File: config.mk
export PLATFORM = sky130hd
export DESIGN_NAME = cn_msg_expand
export DESIGN_NICKNAME = d
export VERILOG_FILES = /design/src/rtl/cn_msg_expand_pkg.sv /design/src/rtl/cn_edge_mag.sv /design/src/rtl/cn_msg_expand.sv
export SDC_FILE = /design/constraint.sdc
export NUM_CORES = 1
export LEC_CHECK = 0
export ABC_CLOCK_PERIOD_IN_PS = 5300
export CAP_MARGIN = 20
export CORE_MARGIN = 1
export CORE_UTILIZATION = 30
export DETAILED_ROUTE_END_ITERATION = 7
export GPL_ROUTABILITY_DRIVEN = 0
export SLEW_MARGIN = 0
export SYNTH_ARGS = -nofsm -noshare
export SYNTH_HDL_FRONTEND = slang
export SYNTH_SLANG_ARGS = --single-unit
File: constraint.sdc
create_clock -name i_clk -period 5.3 [get_ports i_clk]
set_input_delay 1.325 -clock i_clk [delete_from_list [all_inputs] [get_ports i_clk]]
set_output_delay 1.325 -clock i_clk [all_outputs]
set_load 0.01 [all_outputs]
File: src/rtl/cn_msg_expand_pkg.sv
// Shared defaults and types for the check-node message expander.
package cn_pkg;
  localparam int ABS_WID_DEF = 6;
  localparam int IDX_WID_DEF = 3;

  typedef enum logic {IDLE, BUSY} state_t;

  typedef struct packed {
    logic                   sign;
    logic [ABS_WID_DEF-1:0] mag;
  } msg_t;
endpackage

File: src/rtl/cn_edge_mag.sv
// Per-edge magnitude: first minimum not owned by this edge, offset-reduced and clamped at 0.
module cn_edge_mag #(
  parameter int ABS_WID = 6,
  parameter int MIN_NUM = 3,
  parameter int IDX_WID = 3,
  parameter int OFFSET  = 0
) (
  input  logic [ABS_WID*MIN_NUM-1:0] min_i,
  input  logic [IDX_WID*MIN_NUM-1:0] idx_i,
  input  logic [IDX_WID-1:0]         edge_i,
  output logic [ABS_WID-1:0]         mag_o
);
  localparam logic [ABS_WID-1:0] OFF = ABS_WID'(OFFSET);

  logic [ABS_WID-1:0] sel;
  logic               found;

  always_comb begin
    // All-duplicate indices fall back to the last entry.
    sel   = min_i[ABS_WID*(MIN_NUM-1) +: ABS_WID];
    found = 1'b0;
    for (int k = 0; k < MIN_NUM; k++) begin
      if (!found && idx_i[IDX_WID*k +: IDX_WID] != edge_i) begin
        sel   = min_i[ABS_WID*k +: ABS_WID];
        found = 1'b1;
      end
    end
    mag_o = (int'(sel) > OFFSET) ? sel - OFF : '0;
  end
endmodule

File: src/rtl/cn_msg_expand.sv
// Expands one compressed check-node record into DEG serial signed check-to-variable messages.
module cn_msg_expand import cn_pkg::*; #(
  parameter int ABS_WID = ABS_WID_DEF,
  parameter int MIN_NUM = 3,
  parameter int IDX_WID = IDX_WID_DEF,
  parameter int DEG     = 4,
  parameter int OFFSET  = 0
) (
  input  logic                       i_clk,
  input  logic                       i_rst,
  input  logic                       i_valid,
  output logic                       o_ready,
  input  logic [ABS_WID*MIN_NUM-1:0] i_min,
  input  logic [IDX_WID*MIN_NUM-1:0] i_idx,
  input  logic [DEG-1:0]             i_sign,
  output logic                       o_valid,
  input  logic                       i_ready,
  output logic [ABS_WID:0]           o_msg,
  output logic [IDX_WID-1:0]         o_edge,
  output logic                       o_last
);
  state_t                     state_q, state_d;
  logic [IDX_WID-1:0]         cnt_q, cnt_d;
  logic [ABS_WID*MIN_NUM-1:0] min_q, min_d;
  logic [IDX_WID*MIN_NUM-1:0] idx_q, idx_d;
  logic [DEG-1:0]             sign_q, sign_d;
  logic                       prod_q, prod_d;
  logic [ABS_WID:0]           msg_q, msg_d;
  logic                       last_q, last_d;
  logic [ABS_WID-1:0]         mag_d;
  logic                       sgn_d;
  logic                       accept, adv;

  assign o_valid = (state_q == BUSY);
  assign o_last  = last_q & o_valid;
  assign o_ready = !i_rst && (state_q == IDLE || (o_last && i_ready));
  assign o_msg   = msg_q;
  assign o_edge  = cnt_q;
  assign accept  = i_valid & o_ready;
  assign adv     = o_valid & i_ready;

  always_comb begin
    state_d = state_q;
    cnt_d   = cnt_q;
    min_d   = min_q;
    idx_d   = idx_q;
    sign_d  = sign_q;
    prod_d  = prod_q;
    if (accept) begin
      state_d = BUSY;
      cnt_d   = '0;
      min_d   = i_min;
      idx_d   = i_idx;
      sign_d  = i_sign;
      prod_d  = ^i_sign;
    end else if (adv) begin
      if (last_q) state_d = IDLE;
      else        cnt_d   = cnt_q + 1'b1;
    end
  end

  // Message is computed from next-state values so it registers alongside the counter.
  cn_edge_mag #(
    .ABS_WID(ABS_WID), .MIN_NUM(MIN_NUM), .IDX_WID(IDX_WID), .OFFSET(OFFSET)
  ) u_mag (
    .min_i (min_d),
    .idx_i (idx_d),
    .edge_i(cnt_d),
    .mag_o (mag_d)
  );

  always_comb begin
    sgn_d = prod_d;
    for (int e = 0; e < DEG; e++)
      if (cnt_d == IDX_WID'(e)) sgn_d = prod_d ^ sign_d[e];
    msg_d  = {sgn_d, mag_d};
    last_d = (cnt_d == IDX_WID'(DEG-1));
  end

  always_ff @(posedge i_clk or posedge i_rst) begin
    if (i_rst) begin
      state_q <= IDLE;
      cnt_q   <= '0;
      min_q   <= '0;
      idx_q   <= '0;
      sign_q  <= '0;
      prod_q  <= 1'b0;
      msg_q   <= '0;
      last_q  <= 1'b0;
    end else begin
      state_q <= state_d;
      cnt_q   <= cnt_d;
      min_q   <= min_d;
      idx_q   <= idx_d;
      sign_q  <= sign_d;
      prod_q  <= prod_d;
      msg_q   <= msg_d;
      last_q  <= last_d;
    end
  end
endmodule

==> results.toml <==
[clock_tree]
cts_setup_buffers = 0
clk_latency_ps = 290
h-tree-depth = 2
cts_tree = "yes"
clk_pin_slew_worst_paths_ps = 70
clockBufferDepth = 2
hold_buffers = 0
root_buffer = "clkbuf_8"
post_cts_resized = 0
cts_buffers = 5
cts_num_sinks = 41

[sta]
rsz0062_at_grt = "no"
skew_ps = 14.7
period_minus_slack_ps = 4010
fin_hold_ws_ps = 468
finalSetupTns_ps = 0
setup_violations = 0
hold_violations = 0
relSlewSlack_pct = 43.9
final_max_slew_viol_count = 0
worst-slew-pin-transition_ps = 835
fmax_ghz = 0.249
post-route-period-util_pct = 75.7

[worst_setup_path]
cp.arrival_ps = 2690
cp_max_fo = 6
crit_top_cell = "clkdlybuf4s50_1"
worstSetupPathType = "input port to primary output"
cp.required_ps = 3970
cp-start-kind = "input port"
crit_path_end_kind = "primary output"
max_stage_delay_ps = 560
critPathSlowestCell = "clkdlybuf4s50_1"
cp_cell_sequence = "clkdlybuf4s50_1, a21boi_1, nor2_1, clkdlybuf4s50_1"

[placement]
hpwl_microns = 3300
dp_cells = 352
portBuffers = 44

[detailed_routing]
drt-total-wl_microns = 4750
post-route-drc-count = 0
dr.pass1.iters = 4
drtIter0Drc = 120
drtAntennaViolNets = 0
drt-vias-per-instance = 4.77
num_vias = 1718
wl_per_cell_microns = 13.2

[grt]
grt_pass1_wl_microns = 8110
busiest_layer = "met1"
antenna_found_initial = 0
grt_start_max_net_pins = 46
met2_usage_pct = 20.4
grtUsageTotal_pct = 14.0
groute.layer.met3.usage_pct = 3.75
grt-ovfl-total = 0
grt_pass1_vias = 1641
use_met1_pct = 20.6

[die]
core_sq_um = 6760
rows = 30
io_pins = 48
die_x_microns = 85.5
die_y_microns = 85.5
initial_core_util_pct = 31.0
fp.dieArea_sq_um = 7320

[pwr]
powerDensity_nw_per_um2 = 559
total_leakage_power_nw = 1.24
ir_drop_mv = 0.166
total_power_mw = 1.51

[run_status]
status = "complete, no violations"

[synthesis]
yosysWarnings = 0
yosysSeqAreaShare_pct = 49.0
syn-num-nets = 274
synthFlopType = "dfrtp_1"
synth-edff-count = 0
ys_ff_latch = 41
syn_area_sq_um = 2090
netlist_instances = 238
synth-async-reset-ratio_pct = 100
syn_area_per_cell_sq_um = 8.80
synth_cell_types = 41

[layout]
layout.nets = 315
insertedDiodeCount = 0
fin_cells = 360
area_growth_pct = 29.3
drive_gt1_share_pct = 8.57
utilization_pct = 40.1
fillers = 686

[worst_hold_path]
hold_class = "flop to flop"

[job]
cap_viol_max_count = 0
## layout by cell type (no fill, tap or decap), types with 2 or more instances in the layout
master / netlist / layout
nand2_1: 86 / 86
o311a_1: 6 / 6
dfrtp_1: 41 / 41
clkbuf_8: 0 / 6
nand3_1: 2 / 2
xnor2_1: 5 / 5
nor2_1: 23 / 22
inv_1: 2 / 2
nor4_1: 2 / 2
buf_4: 0 / 2
nand4_1: 6 / 6
nor2b_1: 6 / 6
clkdlybuf4s50_1: 0 / 44
nand2b_1: 2 / 2
nor3_1: 3 / 3
mux2_2: 6 / 6
o21ai_0: 8 / 8
xor2_1: 4 / 4
nand3b_1: 2 / 2
## stage by stage
| step | cell area, sq um | setup WS (ps) |
|---|---|---|
| CTS | 2710 | 1280 |
| global placement | 2590 | 1300 |
| global route | 2710 | 1160 |
| floorplan | 2090 | 2330 |
| detailed placement | 2590 | 1290 |
| finish | 2710 | 1290 |
## worst paths after layout
check                                            to  cells after the start  slack [ps]           startpoint
worst max-delay path                        o_ready                      4        1290              i_ready
worst min-delay path             min_q[5]$_DFF_PP0_                      2         470   min_q[5]$_DFF_PP0_
worst max register to register   o_msg[1]$_DFF_PP0_                      5        2860  o_valid$_DFFE_PP0P_
worst min register to register   min_q[5]$_DFF_PP0_                      2         470   min_q[5]$_DFF_PP0_
max in group asynchronous        min_q[2]$_DFF_PP0_                      3        3410                i_rst
min in group asynchronous       o_valid$_DFFE_PP0P_                      3        1520                i_rst
## registers in the layout, indices dropped and copies added (netlist names)
name	flops
idx_q	6
last_q	1
min_q	18
o_edge	3
o_msg	7
o_valid	1
prod_q	1
sign_q	4
## power breakdown
group	switching [mW]	internal, mW
sequential	0.0794	0.458
clock	0.103	0.154
combinational	0.351	0.368
## Yosys cell counts (all sizes together), types with 2 or more instances
cell	instances	area share, %
nand2	86	15
dfrtp	41	49
nor2	23	4.1
o21ai	10	2.6
clkbuf	7	1.3
mux2	6	3.2
nand4	6	1.8
nor2b	6	1.8
o311a	6	2.9
buf	5	1.6
xnor2	5	2.1
xor2	4	1.7
nor3	3	0.72
and3	2	0.84
inv	2	0.36
nand2b	2	0.60
nand3	2	0.48
nand3b	2	0.72
nor4	2	0.60
## worst max-delay path: cells and delay by family
kind                   cells  cell delay [ps]
AOI/OAI and AO/OA          1              150
buffers and inverters      2             1100
and+or+nand+nor            1              110
## kinds of logic (layout without fill, tap and decap cells)
logic type / after synthesis / after routing / synth area share [%]
mux: 7 / 7 / 3.88
compound gates: 24 / 24 / 8.73
flops: 41 / 41 / 49.0
simple gates: 141 / 141 / 29.7
fa+ha+maj: 1 / 1 / 0.598
xor+xnor: 10 / 10 / 4.84
buf+inv: 14 / 56 / 3.23
## final cells by class
class | count | area, sq um | area share, %
inverters | 2 | 7.51 | 0.277
flip-flops and latches | 41 | 1030 | 37.9
clock buffers | 7 | 86.3 | 3.19
clock inverters | 1 | 30.0 | 1.11
repair buffers | 46 | 455 | 16.8
well taps | 80 | 100 | 3.70
multi-input cells | 183 | 1000 | 37.0
## layer usage
layer / share of wire (%) / vias up / wire length, microns
met5: 0 / - / 0
met4: 0.53 / 0 / 25
met3: 4.2 / 2 / 198
met2: 44 / 38 / 2090
met1: 51 / 807 / 2440
li1: - / 871 / -
Power figures use the tool's default switching activity.
==> patch 1: new RTL, same settings <==
The parameter `DEG` goes from 4 to 5.
--- a/src/rtl/cn_msg_expand.sv
+++ b/src/rtl/cn_msg_expand.sv
@@ -5,3 +5,3 @@
   parameter int IDX_WID = IDX_WID_DEF,
-  parameter int DEG     = 4,
+  parameter int DEG     = 5,
   parameter int OFFSET  = 0
Ports: changed (resized i_sign); port bits go from 48 to 49. No check against the original RTL was run, so the function may have changed too.
==> patch 1 against the original RTL <==
  * Worst setup slack better by 0.019 ns
  * Global-route usage down 1.0 points
  * First-iteration DRC count decreased by 29%
  * Wire length down 11%
  * Sequential cell count up 1
  * Cell area shrank 4.5%
  * Clock power fell by 22%
  * Total power shrank 1.7%
  * Area after synthesis decreased by 2.9%
  * Die area fell by 2.9%
  * Critical endpoint unchanged
  * Largest power group unchanged
==> patch 1: results (changes against the original RTL) <==
{| class="wikitable"
! Metric !! Value
|-
| Arithmetic-cell share of the synthesized area counting full adders, half adders and majority gates || 0.616% (+0.018 points)
|-
| Via count || 1512 (-12%)
|-
| Power spent charging and discharging nets || 578 uW (+8.4%)
|-
| IR Drop Worst-Case VDD || 0.173 mV (+4.0%)
|-
| Final Net Count || 287 (-8.9%)
|-
| Synth top cells by count || 81 x nand2_1, 42 x dfrtp_1, 8 x o21ai_0
|-
| Maximum achievable frequency || 250 MHz (+0.48%)
|-
| Cell Area, Placed || 2500 um^2 (-3.4%)
|-
| Global-route total usage across every layer || 13.0% (-1.0 points)
|-
| Post-synthesis compound-gate area fraction || 10.7% (+1.9 points)
|-
| Arrival time of the worst setup path || 2.67 ns (-0.02 ns)
|-
| Number of placed instances, taps included || 320 (-9.1%)
|-
| Worst R2R Path Depth || 6 (+1)
|-
| Slew margin rel. || 33.5% (-10 points)
|-
| Minimum hold slack || 0.472 ns (+0.00425 ns)
|-
| Fraction of synthesized area in multiplexers || 3.14% (-0.74 points)
|-
| Start point of the worst min-delay path || min_q[16]
|-
| Post-Syn Nets || 246 (-10%)
|-
| Leakage power figure || 1.20 nW (-3.2%)
|-
| Fillers || 656 (-4.4%)
|-
| Result of the run || finished clean
|-
| Half-perimeter wire length after placement || 2.96 mm (-10%)
|-
| Number of distinct standard cells referenced by the synthesized netlist || 40 (-2.4%)
|-
| Maximum number of pins on one net before global-route repair || 43 (-6.5%)
|-
| Dpl ws || 1.03 ns (-0.255 ns)
|-
| Fin cells || 326 (-9.4%)
|-
| Worst reg2reg setup slack || 2.42 ns (-0.44 ns)
|-
| Worst min-delay path endpoint || min_q[16]
|-
| Proportion of layout cells with a drive suffix above 1 || 9.64% (+1.1 points)
|-
| Worst-case clock skew || 0.00270 ns (-0.0120 ns)
|-
| Post-DR wirelength/cell || 13.0 um (-1.2%)
|-
| Part of the Yosys area used for sequential elements || 51.7% (+2.7 points)
|-
| Reg-to-reg endpoint || o_msg[2]
|-
| Maximum single-stage delay on the critical path || 0.58 ns (+0.02 ns)
|-
| Number of I/O port buffers || 45 (+2.3%)
|-
| Fraction of synthesized cell area in xor and xnor cells || 6.10% (+1.3 points)
|-
| First-iteration detailed-routing DRC count || 85 (-29%)
|}
[patch 1: cell types whose count changed after synthesis, moves of 4 or more]
cell	change
clkbuf_1	-4
nand4_1	-6
o311a_1	-6
nor2_1	-21
nand2_1	-5
mux2_2	-5
a21oi_1	+4
buf_2	+4
nor2b_1	-6
o41ai_1	+5
and3b_2	+5
[patch 1: routing by layer]
layer / global-route usage [%] / vias to the layer above / share of wire, % / wire length (um)
met4: 5.17 / 0 / 0.89 / 38
met5: 0 / - / 0 / 0
met2: 19.7 / 24 / 48 / 2030
met3: 2.95 / 5 / 2.5 / 108
li1: - / 768 / - / -
met1: 18.0 / 715 / 49 / 2070
[patch 1: cell type report]
cell class                      instances  area [um^2]  area share (%)
Clock buffer                            6         82.6            3.19
Inverter                                4         15.0           0.581
Multi-Input combinational cell        151          882            34.1
Sequential cell                        42         1050            40.7
Tap cell                               77         96.3            3.73
Timing Repair Buffer                   46          458            17.7
==> patch 2: new RTL, config.mk and constraints unchanged <==
Without the edit above. Make the reset (`i_rst`) synchronous in one clocked block.
--- a/src/rtl/cn_msg_expand.sv
+++ b/src/rtl/cn_msg_expand.sv
@@ -79,3 +79,3 @@
 
-  always_ff @(posedge i_clk or posedge i_rst) begin
+  always_ff @(posedge i_clk) begin
     if (i_rst) begin
Function: differs if i_rst is asserted again (counterexample within 4 cycles, from zero or initial values and one cycle with i_rst high); with i_rst held inactive, the same outputs for 10 cycles.
==> patch 2 against the original RTL <==
  * The flow now finishes with violations (design-rule violations)
  * Sequential cell count did not move
  * Sequential share of layout area fell by 6.0 points
  * Global-route usage rose by 0.14 points
  * Worst hold slack got worse by 0.0082 ns
  * Wire length fell by 1.4%
  * Area after synthesis fell by 4.1%
  * Cell area fell by 5.1%
  * Worst setup slack got worse by 0.12 ns
Power is not compared: it rests on default switching activity, and its combinational part moved more than twofold at a synthesized area within 25%.
==> patch 2: results (changes against the original RTL) <==
{| class="wikitable"
! Metric !! Value
|-
| Number of distinct standard cells referenced by the synthesized netlist || 46 (+12%)
|-
| First-pass GRT wire length || 7.81 mm (-3.7%)
|-
| Via density per instance || 4.99 (+4.5%)
|-
| Maximum single-stage delay on the critical path || 0.51 ns (-0.05 ns)
|-
| Flip-flop count of the largest register after layout || 18 (unchanged)
|-
| Top Layer Used || met4
|-
| Post-synthesis compound-gate area fraction || 24.5% (+16 points)
|-
| Metal1 wirelength || 2.37 mm (-3.0%)
|-
| Global routing met1 resource utilization || 19.9% (-0.68 points)
|-
| Path class of the lowest-slack min-delay path || reg -> reg
|-
| Fraction of synthesized cell area in xor and xnor cells || 4.24% (-0.60 points)
|-
| Post-DR wirelength/cell || 13.0 um (-1.7%)
|-
| Cell Area, Placed || 2480 um^2 (-4.2%)
|-
| Final Net Count || 319 (+1.3%)
|-
| Worst-path maximum fanout || 10 (+4)
|-
| Synth top cells by count || 46 x nand2_1, 41 x dfxtp_1, 29 x a21oi_1
|-
| Share of async-settable or async-resettable flops after synthesis || 0% (-100 points)
|-
| Fillers || 660 (-3.8%)
|-
| First-iteration detailed-routing DRC count || 118 (-1.7%)
|-
| Met3 Wirelength || 236 um (+19%)
|-
| Global-route total usage across every layer || 14.1% (+0.14 points)
|-
| Post-Syn Nets || 282 (+2.9%)
|-
| Worst-case clock skew || 0.0125 ns (-0.00216 ns)
|-
| Result of the run || complete, but fails checks
|-
| Part of the Yosys area used for sequential elements || 40.9% (-8.1 points)
|-
| Violated checks || design-rule violations
|-
| Number of detailed-route iterations in the first pass || 6 (+2)
|-
| Number of I/O port buffers || 44 (unchanged)
|-
| Proportion of layout cells with a drive suffix above 1 || 7.75% (-0.82 points)
|-
| Number of global-route vias before repair || 1629 (-0.73%)
|-
| Gate Count Post-Synth || 246 (+3.4%)
|-
| Met2 Resource Use GR || 20.6% (+0.20 points)
|-
| Via count || 1801 (+4.8%)
|-
| Clock latency at the later pin of the worst-skew pair || 0.30 ns
|-
| Number of placed instances, taps included || 353 (+0.28%)
|-
| Arithmetic-cell share of the synthesized area counting full adders, half adders and majority gates || 0.623% (+0.025 points)
|-
| Half-perimeter wire length after placement || 3.45 mm (+4.5%)
|-
| Slew margin rel. || 41.3% (-2.6 points)
|-
| Maximum number of pins on one net before global-route repair || 26 (-43%)
|-
| Wire length on met2 || 2.02 mm (-3.3%)
|-
| Top area cells in the synthesized netlist || dfxtp_1 41%, nand2_1 8.6%, a21oi_1 7.2%, a31oi_1 4.0%, o2111ai_1 3.1%
|-
| Met3 capacity usage during global routing || 3.76% (+0.0050 points)
|-
| DRC || 2 (+2)
|-
| Fraction of synthesized area in multiplexers || 2.74% (-1.1 points)
|-
| Dpl ws || 1.15 ns (-0.133 ns)
|}
patch 2: changes by cell type in the layout (fill, tap and decap cells not counted), sizes merged, moves of 7 or more:
cell / change
a31oi: +12
nor2: -9
a21oi: +28
o2111ai: +7
nand2: -40
dfxtp: +41
dfrtp: -41
patch 2: final timing paths:
kind | startpoint | to | slack (ns) | cells past startpoint
setup / recovery | i_ready | o_ready | 1.16 | 4
hold / removal | sign_q[2] | sign_q[2] | 0.46 | 2
hold reg to reg | sign_q[2] | sign_q[2] | 0.46 | 2
setup reg to reg | o_valid | o_msg[1] | 2.94 | 6
patch 2: layout make-up:
cell class	instances	area, um^2	area share, %
Multi-Input combinational cell	179	1070	41.5
Sequential cell	41	821	31.9
Timing Repair Buffer	48	470	18.3
Tap cell	77	96.3	3.75
Clock buffer	5	68.8	2.68
Inverter	8	30.0	1.17
Clock inverter	3	17.5	0.682
